==> config.mk <==
export PLATFORM = sky130hd
export DESIGN_NAME = program_loader
export DESIGN_NICKNAME = d
export VERILOG_FILES = /design/src/rtl/loader_pkg.sv /design/src/rtl/loader_word_assembler.sv /design/src/rtl/program_loader.sv
export SDC_FILE = /design/constraint.sdc
export NUM_CORES = 1
export LEC_CHECK = 0
export ABC_AREA = 1
export CAP_MARGIN = 15
export CORE_MARGIN = 3
export CORE_UTILIZATION = 34
export CTS_CLUSTER_SIZE = 24
export DETAILED_ROUTE_END_ITERATION = 8
export PLACE_DENSITY = 0.51
export SLEW_MARGIN = 25
export SYNTH_ARGS = -nofsm -noshare
export SYNTH_HDL_FRONTEND = slang
export SYNTH_SLANG_ARGS = --single-unit
==> constraint.sdc <==
create_clock -name clk -period 1.9 [get_ports clk]
set_input_delay 0.38 -clock clk [delete_from_list [all_inputs] [get_ports clk]]
set_output_delay 0.38 -clock clk [all_outputs]
set_load 0.01 [all_outputs]
==> src/rtl/loader_pkg.sv <==
// Shared types and constants for the program loader.
//   loader_state_t : top-level FSM states
//   BYTES_PER_WORD : stream bytes per 32-bit instruction word
//   LEN_BYTES      : bytes in the big-endian word-count header
package loader_pkg;

    typedef enum logic [2:0] {
        IDLE,
        LEN_HI,
        LEN_LO,
        DATA,
        CHECK,
        DONE,
        ERROR
    } loader_state_t;

    localparam int BYTES_PER_WORD = 4;
    localparam int LEN_BYTES      = 2;

endpackage

==> src/rtl/loader_word_assembler.sv <==
// Assembles big-endian 32-bit words from a byte stream.
//   clk, rst      : clock, asynchronous active-low reset
//   clear         : drop any partial word and restart at byte 0
//   shift_en      : byte_in is accepted this cycle
//   byte_in       : stream byte
//   word          : current three held bytes plus byte_in (valid with word_complete)
//   word_complete : this accepted byte is the last byte of a word
module loader_word_assembler
    import loader_pkg::*;
(
    input  logic        clk,
    input  logic        rst,
    input  logic        clear,
    input  logic        shift_en,
    input  logic [7:0]  byte_in,
    output logic [31:0] word,
    output logic        word_complete
);

    localparam logic [1:0] LAST_BYTE = 2'(BYTES_PER_WORD - 1);

    logic [23:0] shift_reg;
    logic [1:0]  byte_cnt;

    always_ff @(posedge clk or negedge rst) begin
        if (!rst) begin
            shift_reg <= '0;
            byte_cnt  <= '0;
        end else if (clear) begin
            shift_reg <= '0;
            byte_cnt  <= '0;
        end else if (shift_en) begin
            shift_reg <= {shift_reg[15:0], byte_in};
            // wraps to 0 after the last byte, ready for the next word
            byte_cnt  <= byte_cnt + 2'd1;
        end
    end

    // The completing byte is folded in combinationally so the top can
    // register the full word on the same edge that accepts it.
    assign word          = {shift_reg, byte_in};
    assign word_complete = shift_en && (byte_cnt == LAST_BYTE);

endmodule

==> src/rtl/program_loader.sv <==
// Program-memory writer: receives a length-prefixed, XOR-checksummed byte
// image and writes 32-bit words into program memory, holding the core in
// reset until the whole image has been verified.
//   clk, rst     : clock, asynchronous active-low reset
//   i_Start      : pulse, begins or restarts a load from any state
//   i_Byte, i_ByteValid, o_ByteReady : byte stream handshake
//   o_WrEn, o_WrAddr, o_WrData       : program-memory write port
//   o_CpuRst_n   : core reset, released only in DONE
//   o_Done       : image loaded and verified
//   o_Error      : length or checksum failure
//
// state  | meaning
// IDLE   | waiting for first start
// LEN_HI | expecting word-count high byte
// LEN_LO | expecting word-count low byte, then range check
// DATA   | receiving instruction words
// CHECK  | expecting checksum byte
// DONE   | image verified, core released
// ERROR  | bad length or checksum, core held
module program_loader
    import loader_pkg::*;
#(
    parameter  int MEMORY_DEPTH = 32,
    localparam int ADDR_W       = $clog2(MEMORY_DEPTH)
) (
    input  logic              clk,
    input  logic              rst,
    input  logic              i_Start,
    input  logic [7:0]        i_Byte,
    input  logic              i_ByteValid,
    output logic              o_ByteReady,
    output logic              o_WrEn,
    output logic [ADDR_W-1:0] o_WrAddr,
    output logic [31:0]       o_WrData,
    output logic              o_CpuRst_n,
    output logic              o_Done,
    output logic              o_Error
);

    localparam int              LEN_W     = 8 * LEN_BYTES;
    localparam logic [LEN_W-1:0] DEPTH_LEN = LEN_W'(MEMORY_DEPTH);

    loader_state_t     state;
    logic [7:0]        checksum;
    logic [7:0]        len_hi;
    logic [ADDR_W:0]   n_words;
    logic [ADDR_W:0]   word_idx;
    logic [ADDR_W:0]   word_idx_next;
    logic [LEN_W-1:0]  len_val;
    logic              accept;
    logic              shift_en;
    logic [31:0]       word;
    logic              word_complete;

    assign accept        = i_ByteValid && o_ByteReady;
    assign len_val       = {len_hi, i_Byte};
    assign word_idx_next = word_idx + 1'b1;
    // a start pulse wins over a byte arriving in the same cycle
    assign shift_en      = accept && (state == DATA) && !i_Start;

    loader_word_assembler u_word_assembler (
        .clk           (clk),
        .rst           (rst),
        .clear         (i_Start),
        .shift_en      (shift_en),
        .byte_in       (i_Byte),
        .word          (word),
        .word_complete (word_complete)
    );

    always_ff @(posedge clk or negedge rst) begin
        if (!rst) begin
            state       <= IDLE;
            o_ByteReady <= 1'b0;
            o_WrEn      <= 1'b0;
            o_WrAddr    <= '0;
            o_WrData    <= '0;
            o_CpuRst_n  <= 1'b0;
            o_Done      <= 1'b0;
            o_Error     <= 1'b0;
            checksum    <= '0;
            len_hi      <= '0;
            n_words     <= '0;
            word_idx    <= '0;
        end else begin
            o_WrEn <= 1'b0;
            if (i_Start) begin
                state       <= LEN_HI;
                o_ByteReady <= 1'b1;
                o_CpuRst_n  <= 1'b0;
                o_Done      <= 1'b0;
                o_Error     <= 1'b0;
                checksum    <= '0;
                len_hi      <= '0;
                n_words     <= '0;
                word_idx    <= '0;
            end else begin
                case (state)
                    LEN_HI: begin
                        if (accept) begin
                            len_hi   <= i_Byte;
                            checksum <= checksum ^ i_Byte;
                            state    <= LEN_LO;
                        end
                    end
                    LEN_LO: begin
                        if (accept) begin
                            checksum <= checksum ^ i_Byte;
                            if (len_val > DEPTH_LEN) begin
                                state       <= ERROR;
                                o_ByteReady <= 1'b0;
                                o_Error     <= 1'b1;
                            end else if (len_val == '0) begin
                                state <= CHECK;
                            end else begin
                                n_words <= len_val[ADDR_W:0];
                                state   <= DATA;
                            end
                        end
                    end
                    DATA: begin
                        if (accept) begin
                            checksum <= checksum ^ i_Byte;
                            if (word_complete) begin
                                o_WrEn   <= 1'b1;
                                o_WrAddr <= word_idx[ADDR_W-1:0];
                                o_WrData <= word;
                                word_idx <= word_idx_next;
                                if (word_idx_next == n_words) begin
                                    state <= CHECK;
                                end
                            end
                        end
                    end
                    CHECK: begin
                        if (accept) begin
                            o_ByteReady <= 1'b0;
                            if (i_Byte == checksum) begin
                                state      <= DONE;
                                o_Done     <= 1'b1;
                                o_CpuRst_n <= 1'b1;
                            end else begin
                                state   <= ERROR;
                                o_Error <= 1'b1;
                            end
                        end
                    end
                    default: ;
                endcase
            end
        end
    end

endmodule

==> results.json, run 1 <==
{
  "grt_pass1_wl_um": 17400,
  "place_congestion": 0.818,
  "critical_path_class": "reg -> out",
  "post_cts_buffers": 0,
  "cts_max_level": 3,
  "grt_overflow": 0,
  "maxSlewHeadroom": 0.658,
  "postSynthNetCount": 511,
  "seq_area_frac_synth": 0.563,
  "crit_path_start": "o_WrData[2]",
  "maxSlewViolCount": 0,
  "cp_slowest_cell": "clkdlybuf4s50_1",
  "root_buffer": "clkbuf_16",
  "crit_chain": "clkdlybuf4s50_1",
  "viasPerCell": 4.68,
  "clk_pin_slew_ps": 70,
  "max_stage_delay_ps": 560,
  "dp_slack_ps": -34.6,
  "post-route-drc-count": 0,
  "multi_input_area_um2": 1540,
  "fin_skew_ps": 6.18,
  "core_area_um2": 12300,
  "rsz0062_at_grt": "no",
  "ioPinCount": 54,
  "track_usage": 0.155,
  "finalHoldViolCount": 2,
  "holdBufCountCts": 0,
  "ys_ff_latch": 98,
  "r2r_slack_ps": 300,
  "critPathLaunchType": "flip-flop",
  "drive_gt1_frac": 0.153,
  "diodes": 0,
  "crit_family": "buffers and inverters",
  "whs_ps": -2.96,
  "crit_cells": 1,
  "required_ps": 1520,
  "synth_edf_count": 0,
  "die_h_um": 119,
  "power.density_nw_per_um2": 932,
  "synth_warnings": 0,
  "synth.avg_cell_area_um2": 8.76,
  "fin_crit_ps": 1670,
  "netlist_instances": 497,
  "antenna_found_initial": 0,
  "ant_nets": 0,
  "num_vias": 3512,
  "p_leak_nw": 2.56,
  "grt_pass1_vias": 3449,
  "fin_ws_ps": 227,
  "postCtsResizedCells": 0,
  "synth_async_sr_flop_share": 1.00,
  "numCtsBuffers": 9,
  "synthFlopType": "dfrtp_1",
  "largest_reg_flops": 32,
  "status": "finished with violations",
  "yosysUniqueCellTypes": 30,
  "grt_max_degree": 37,
  "rr_worst_depth": 12,
  "finalSetupViolations": 0,
  "hpwl_um": 7420,
  "p_total_mw": 5.23,
  "area_growth_pct": 28.9,
  "vdd_ir_drop_max_mv": 0.363,
  "worstMarginPinSlew_ps": 512,
  "hold_class": "in -> async",
  "synth_top_cells_by_count": "nand2_1 (127), dfrtp_1 (98), inv_1 (59), o21ai_1 (54), nor2_1 (28)",
  "clock-sinks": 98,
  "synth_most_common_cell": "nand2_1",
  "dieArea_um2": 14200,
  "tns_ps": 0,
  "drt_iter0_drc": 197,
  "maxCapViolCount": 0,
  "worst_setup_path_end_kind": "primary output",
  "reg2reg_from": "word_idx[0]",
  "final-seq-area_um2": 2450,
  "fmax_mhz": 598,
  "ys_top_cells_by_area": "dfrtp_1 (56%), nand2_1 (11%), o21ai_1 (6.2%)",
  "clock_latency_ps": 350,
  "fin_crit_sh": 0.881,
  "path_max_fanout": 2,
  "cts_tree": "done",
  "wirelength_um": 10300,
  "path_buf_inv": 1,
  "yosysTopAreaCell": "dfrtp_1",
  "synth_top_area_share": 0.563,
  "n_fill_cell": 1217,
  "row_count": 40,
  "port_buffers": 53,
  "wl_per_cell_um": 13.7,
  "cts.path.max_buffers": 2,
  "first_pass_iters": 5,
  "synth_area_um2": 4360,
  "die-width_um": 119,
  "violations": "hold timing",
  "crit_arrival_ps": 1290,
  "initial_core_util": 0.355,
  "nets": 591
}
## final cells by class
| cell class | count | share of cell area |
|---|---|---|
| Clock buffer | 11 | 0.0432 |
| Multi-Input combinational cell | 310 | 0.274 |
| Inverter | 69 | 0.0461 |
| Timing Repair Buffer | 89 | 0.156 |
| Tap cell | 168 | 0.0374 |
| Sequential cell | 98 | 0.437 |
| Clock inverter | 5 | 0.00691 |
## placed cells by master, fill, tap and decap left out, drive strengths merged
master,instances
clkbuf,11
nor2,32
nand3,25
o31ai,2
o21ai,62
nor3,2
clkdlybuf4s50,52
ha,2
o21a,2
a31oi,1
o22ai,26
dfrtp,98
nand2,137
clkinvlp,1
nand3b,1
clkinv,3
inv,70
buf,37
a21oi,3
xnor2,1
nand4,14
## final timing paths
| kind | to |
|---|---|
| hold / removal | o_WrData[8] |
| setup reg to reg | state[2] |
| setup / recovery | o_WrData[2] |
| min in group clk | o_WrData[31] |
| hold reg to reg | o_WrData[31] |
| max in group asynchronous | state[1] |
## per-stage QoR
step,cells,cell area (um^2),utilization
final,750,5620,0.458
after global routing,750,5620,0.458
after CTS,750,5620,0.458
after detailed placement,734,5330,0.435
after global placement,734,5330,0.435
after floorplan,497,4360,-
## where the power goes
part	total, mW	switching (mW)	internal [mW]
clock network	1.75	0.820	0.932
registers	2.40	0.124	2.27
logic	1.09	0.678	0.408
## per-layer routing
| metal | vias to the layer above | global-route usage | share of wire |
|---|---|---|---|
| li1 | 1778 | - | - |
| met1 | 1661 | 0.211 | 0.50 |
| met2 | 64 | 0.241 | 0.45 |
| met3 | 9 | 0.0328 | 0.035 |
| met4 | 0 | 0.0608 | 0.011 |
| met5 | - | 0 | 0 |
## logic make-up after synthesis
| family | share of synthesized area |
|---|---|
| AO/OA/AOI/OAI | 0.130 |
| buffers and inverters | 0.0856 |
| flip-flops | 0.563 |
| XOR/XNOR | 0.00201 |
| AND/OR/NAND/NOR | 0.214 |
| adder cells (fa/ha/maj) | 0.00574 |
Power figures use the tool's default switching activity.
==> inputs of run 2 (changes only) <==
- CORE_UTILIZATION: 34 -> 55
- PLACE_DENSITY: 0.51 -> 0.77
- REMOVE_ABC_BUFFERS: default -> 1
==> results.json, run 2 (synthesized netlist as in run 1, its figures left out) <==
{
  "r2r_slack_ps": 200,
  "fmax_mhz": 587,
  "fin_crit_sh": 0.897,
  "first_pass_iters": 4,
  "largest_reg_flops": 32,
  "drt_iter0_drc": 166,
  "reg2reg_to": "state[2]",
  "max_stage_delay_ps": 430,
  "p_leak_nw": 2.48,
  "hold_depth": 2,
  "drive_gt1_frac": 0.140,
  "fin_skew_ps": 16.2,
  "path_buf_inv": 1,
  "dieArea_um2": 9020,
  "row_count": 31,
  "placed_cells": 653,
  "post_dp_cell_area_um2": 5140,
  "crit_family": "simple AND/OR/NAND/NOR gates",
  "pwr-share-seq": 0.507,
  "clock-sinks": 98,
  "p_sw_mw": 1.57,
  "crit_chain": "ha_1 > inv_1 > nand2_1 > nand2_1 > nand2_1 > nand2_1 > nand2_1 > nor2_1 > nand3_1 > nand2_2 > nand2_2 > nand2_1 > nand2_1",
  "grt_overflow": 0,
  "power.density_nw_per_um2": 884,
  "hpwl_um": 6900,
  "root_buffer": "clkbuf_8",
  "reg2reg_from": "word_idx[1]",
  "post-route-drc-count": 0,
  "wirelength_um": 9350,
  "port_buffers": 53,
  "antenna_found_initial": 0,
  "core_area_um2": 7450,
  "cp_slowest_cell": "dfrtp_2",
  "track_usage": 0.233,
  "ioPinCount": 54,
  "clock_latency_ps": 370,
  "crit_arrival_ps": 1960,
  "rsz0062_at_grt": "no",
  "clk_pin_slew_ps": 100,
  "cts_max_level": 3,
  "num_vias": 3583,
  "p_sw_frac": 0.331,
  "finalHoldViolCount": 0,
  "final_cell_area_um2": 5360,
  "hold_class": "reg -> reg",
  "stdcell_count": 671,
  "maxCapViolCount": 0,
  "power_frac_comb": 0.216,
  "die-width_um": 95.0,
  "grt_pass1_vias": 3631,
  "dp_slack_ps": -79.0,
  "cts_tree": "done",
  "path_max_fanout": 4,
  "wl_per_cell_um": 13.9,
  "rr_worst_depth": 13,
  "fin_ws_ps": 197,
  "required_ps": 2160,
  "grt_max_degree": 42,
  "cts.path.max_buffers": 2,
  "maxSlewHeadroom": 0.630,
  "tns_ps": 0,
  "crit_path_frequent_cell": "nand2_1",
  "worst_setup_path_end_kind": "flip-flop",
  "critPathLaunchType": "flip-flop",
  "initial_core_util": 0.585,
  "die_h_um": 95.0,
  "place_congestion": 0.936,
  "critical_path_class": "reg -> reg",
  "pwr-share-clk": 0.277,
  "p_int_mw": 3.17,
  "vdd_ir_drop_max_mv": 0.594,
  "status": "completed",
  "ant_nets": 0,
  "finalSetupViolations": 0,
  "nets": 581,
  "maxSlewViolCount": 0,
  "grt_pass1_wl_um": 16400,
  "worstMarginPinSlew_ps": 556,
  "endpoint": "state[2]",
  "numCtsBuffers": 9,
  "area_growth_pct": 23.0,
  "crit_cells": 13,
  "fin_crit_ps": 1700,
  "crit_path_start": "word_idx[1]",
  "viasPerCell": 5.34,
  "mostFrequentLayoutCells": "nand2_1 (127), dfrtp_1 (97), inv_1 (59)",
  "diodes": 0,
  "final_common_cell": "nand2_1"
}
==> run 2: worst register-to-register path, cell delays in order (launching register included) <==
cell     delay, ps
dfrtp_2        430
ha_1           230
inv_1           70
nand2_1         60
nand2_1         90
nand2_1         70
nand2_1         70
nand2_1         50
nor2_1          90
nand3_1        140
nand2_2        120
nand2_2         70
nand2_1         60
nand2_1         50
==> run 2: power groups by stage <==
stage / sequential, mW / combinational, mW / clock [mW]
after floorplan: 2.41 / 0.690 / 0
after global placement: 2.43 / 0.969 / 0
after detailed placement: 2.44 / 1.02 / 0
after CTS: 2.40 / 1.02 / 1.34
after global routing: 2.43 / 1.17 / 1.42
final: 2.40 / 1.03 / 1.31
==> run 2: through the flow <==
stage           util  hold slack, ps  power, mW
2_1_floorplan      -            84.4       3.10
6_report       0.719             494       4.74
5_1_grt        0.719             525       5.02
3_3_place_gp   0.691             395       3.40
3_5_place_dp   0.691             405       3.45
4_1_cts        0.718             499       4.77
==> run 2: how the worst min path moves through the flow <==
stage,slack (ps),start,end
after detailed placement,410,rst,o_WrData[19]
after global placement,400,rst,o_WrData[20]
after CTS,500,o_WrData[13],o_WrData[13]
final,490,o_WrAddr[3],o_WrAddr[3]
after global routing,520,len_hi[0],len_hi[0]
after floorplan,80,rst,checksum[0]
==> run 2: timing repair <==
item,CTS,global route
endpoints found under the setup margin,0,3
hold endpoints to repair,1,0
setup buffers,0,1
hold buffers,1,0
resized for setup,0,1
==> run 2: layout make-up <==
class,count,area (um^2)
fill,589,2090
sequential,98,2450
clock buffer,10,138
inverter,69,259
timing repair buffer,79,788
tap,99,124
clock inverter,6,56.3
multi-input combinational,310,1540
==> run 2: layer usage <==
| layer | up-vias | track usage | share of wire |
|---|---|---|---|
| met5 | - | 0 | 0 |
| met4 | 0 | 0.0938 | 0.020 |
| met3 | 20 | 0.0414 | 0.051 |
| met2 | 100 | 0.384 | 0.49 |
| met1 | 1703 | 0.306 | 0.44 |
| li1 | 1760 | - | - |
==> inputs of run 3 (changes only) <==
- CELL_PAD_IN_SITES_DETAIL_PLACEMENT: default -> 0
- CELL_PAD_IN_SITES_GLOBAL_PLACEMENT: default -> 1
- CORE_UTILIZATION: 55 -> 38
- PLACE_DENSITY: 0.77 -> 0.74
- clock period: 1.9 -> 1.5 ns (I/O delays scaled with it)
==> results.json, run 3 (synthesized netlist as in run 1, its figures left out) <==
{
  "area_growth_pct": 33.4,
  "root_buffer": "clkbuf_16",
  "fmax_mhz": 621,
  "stdcell_count": 737,
  "viasPerCell": 4.85,
  "maxSlewHeadroom": 0.810,
  "maxCapViolCount": 0,
  "wirelength_um": 10100,
  "cts.path.max_buffers": 2,
  "die-width_um": 113,
  "post-route-drc-count": 0,
  "fin_util": 0.527,
  "grt_pass1_wl_um": 17100,
  "die_h_um": 113,
  "p_leak_nw": 2.90,
  "required_ps": 1740,
  "grt_overflow": 0,
  "rsz0062_at_grt": "yes",
  "first_pass_iters": 4,
  "wl_per_cell_um": 13.7,
  "drt_iter0_drc": 200,
  "antenna_found_initial": 0,
  "clk_pin_slew_ps": 70,
  "r2r_slack_ps": -110,
  "cts_max_level": 3,
  "fin_skew_ps": 12.1,
  "crit_arrival_ps": 1850,
  "reg2reg_from": "word_idx[0]",
  "numCtsBuffers": 9,
  "p_total_mw": 7.10,
  "hpwl_um": 7070,
  "final_common_cell": "nand2_1",
  "core_area_um2": 11000,
  "violations": "setup timing",
  "fin_crit_sh": 1.07,
  "vdd_ir_drop_max_mv": 0.822,
  "worstMarginPinSlew_ps": 285,
  "dp_slack_ps": -442,
  "worst_setup_path_end_kind": "flip-flop",
  "multi_input_area_um2": 1660,
  "hold_class": "in -> async",
  "initial_core_util": 0.395,
  "placed_cells": 718,
  "fin_crit_ps": 1610,
  "critPathLaunchType": "flip-flop",
  "drive_gt1_frac": 0.203,
  "power.density_nw_per_um2": 1220,
  "final-seq-area_um2": 2450,
  "fin_ws_ps": -109,
  "cts_tree": "done",
  "mostFrequentLayoutCells": "nand2_1 (122), dfrtp_1 (98), inv_1 (55), o21ai_1 (55), buf_4 (43)",
  "path_max_fanout": 4,
  "track_usage": 0.168,
  "status": "finished with violations",
  "diodes": 0,
  "ant_nets": 0,
  "place_congestion": 0.770,
  "n_fill_cell": 1060,
  "grt_pass1_vias": 3422,
  "grt_max_degree": 44,
  "largest_reg_flops": 32,
  "critical_path_class": "reg -> reg",
  "row_count": 38,
  "finalHoldViolCount": 0,
  "ioPinCount": 54,
  "port_buffers": 53,
  "rr_worst_depth": 12,
  "dieArea_um2": 12800,
  "finalSetupViolations": 5,
  "reg2reg_to": "state[2]",
  "clock-sinks": 98,
  "clock_latency_ps": 350,
  "num_vias": 3574,
  "maxSlewViolCount": 0,
  "nets": 606,
  "whs_ps": 381
}
## run 3: per-layer routing
metal	track usage	routed length, um	vias up
met2	0.256	4690	66
met5	0	0	-
li1	-	-	1808
met4	0.0409	66	0
met3	0.0487	455	4
met1	0.238	4900	1696
## run 3: worst max-delay path, cell delays in order, from the launching register on
cell     delay [ps]
dfrtp_1         420
ha_4            280
inv_2            30
nand2_1          50
nand2_1          50
nor2_1           90
nand2_1          50
nor2_1           80
nand3_1         140
nand2_2         120
nand2_2          70
nand2_1          50
nand2_1          50
## run 3: timing repair
item,4_1_cts,5_1_grt
buffers inserted,1,0
gates cloned,0,1
pin swaps,10,18
setup endpoints to repair,51,39
hold buffers,1,0
resized for setup,46,30
endpoints found under the hold margin,16,0
## run 3: power by group
group | switching [mW] | internal [mW] | total [mW]
logic | 0.929 | 0.616 | 1.55
clock network | 0.996 | 1.52 | 2.52
registers | 0.157 | 2.88 | 3.03
total | 2.08 | 5.01 | 7.10
## run 3: per-stage QoR
step / TNS (ps) / cell area [um^2]
4_1_cts: -354 / 5710
2_1_floorplan: -34270 / 4240
6_report: -321 / 5810
3_3_place_gp: -20380 / 5400
5_1_grt: -1080 / 5810
3_5_place_dp: -20970 / 5400
## run 3: cell type report
type,instances,share of cell area
repair buffers,103,0.163
well taps,140,0.0301
clock buffers,13,0.0431
flip-flops and latches,98,0.422
inverters,69,0.0450
clock inverters,3,0.0123
multi-input cells,311,0.285
## run 3: how the worst max path moves through the flow
stage | to | cells after the start | slack, ps | start
final | state[2] | 12 | -110 | word_idx[0]
after global routing | state[1] | 12 | -250 | word_idx[1]
after CTS | state[2] | 12 | -130 | word_idx[0]
after detailed placement | n_words[0] | 9 | -440 | i_Byte[6]
after global placement | n_words[5] | 9 | -410 | i_Byte[6]
after floorplan | state[0] | 10 | -960 | state[2]
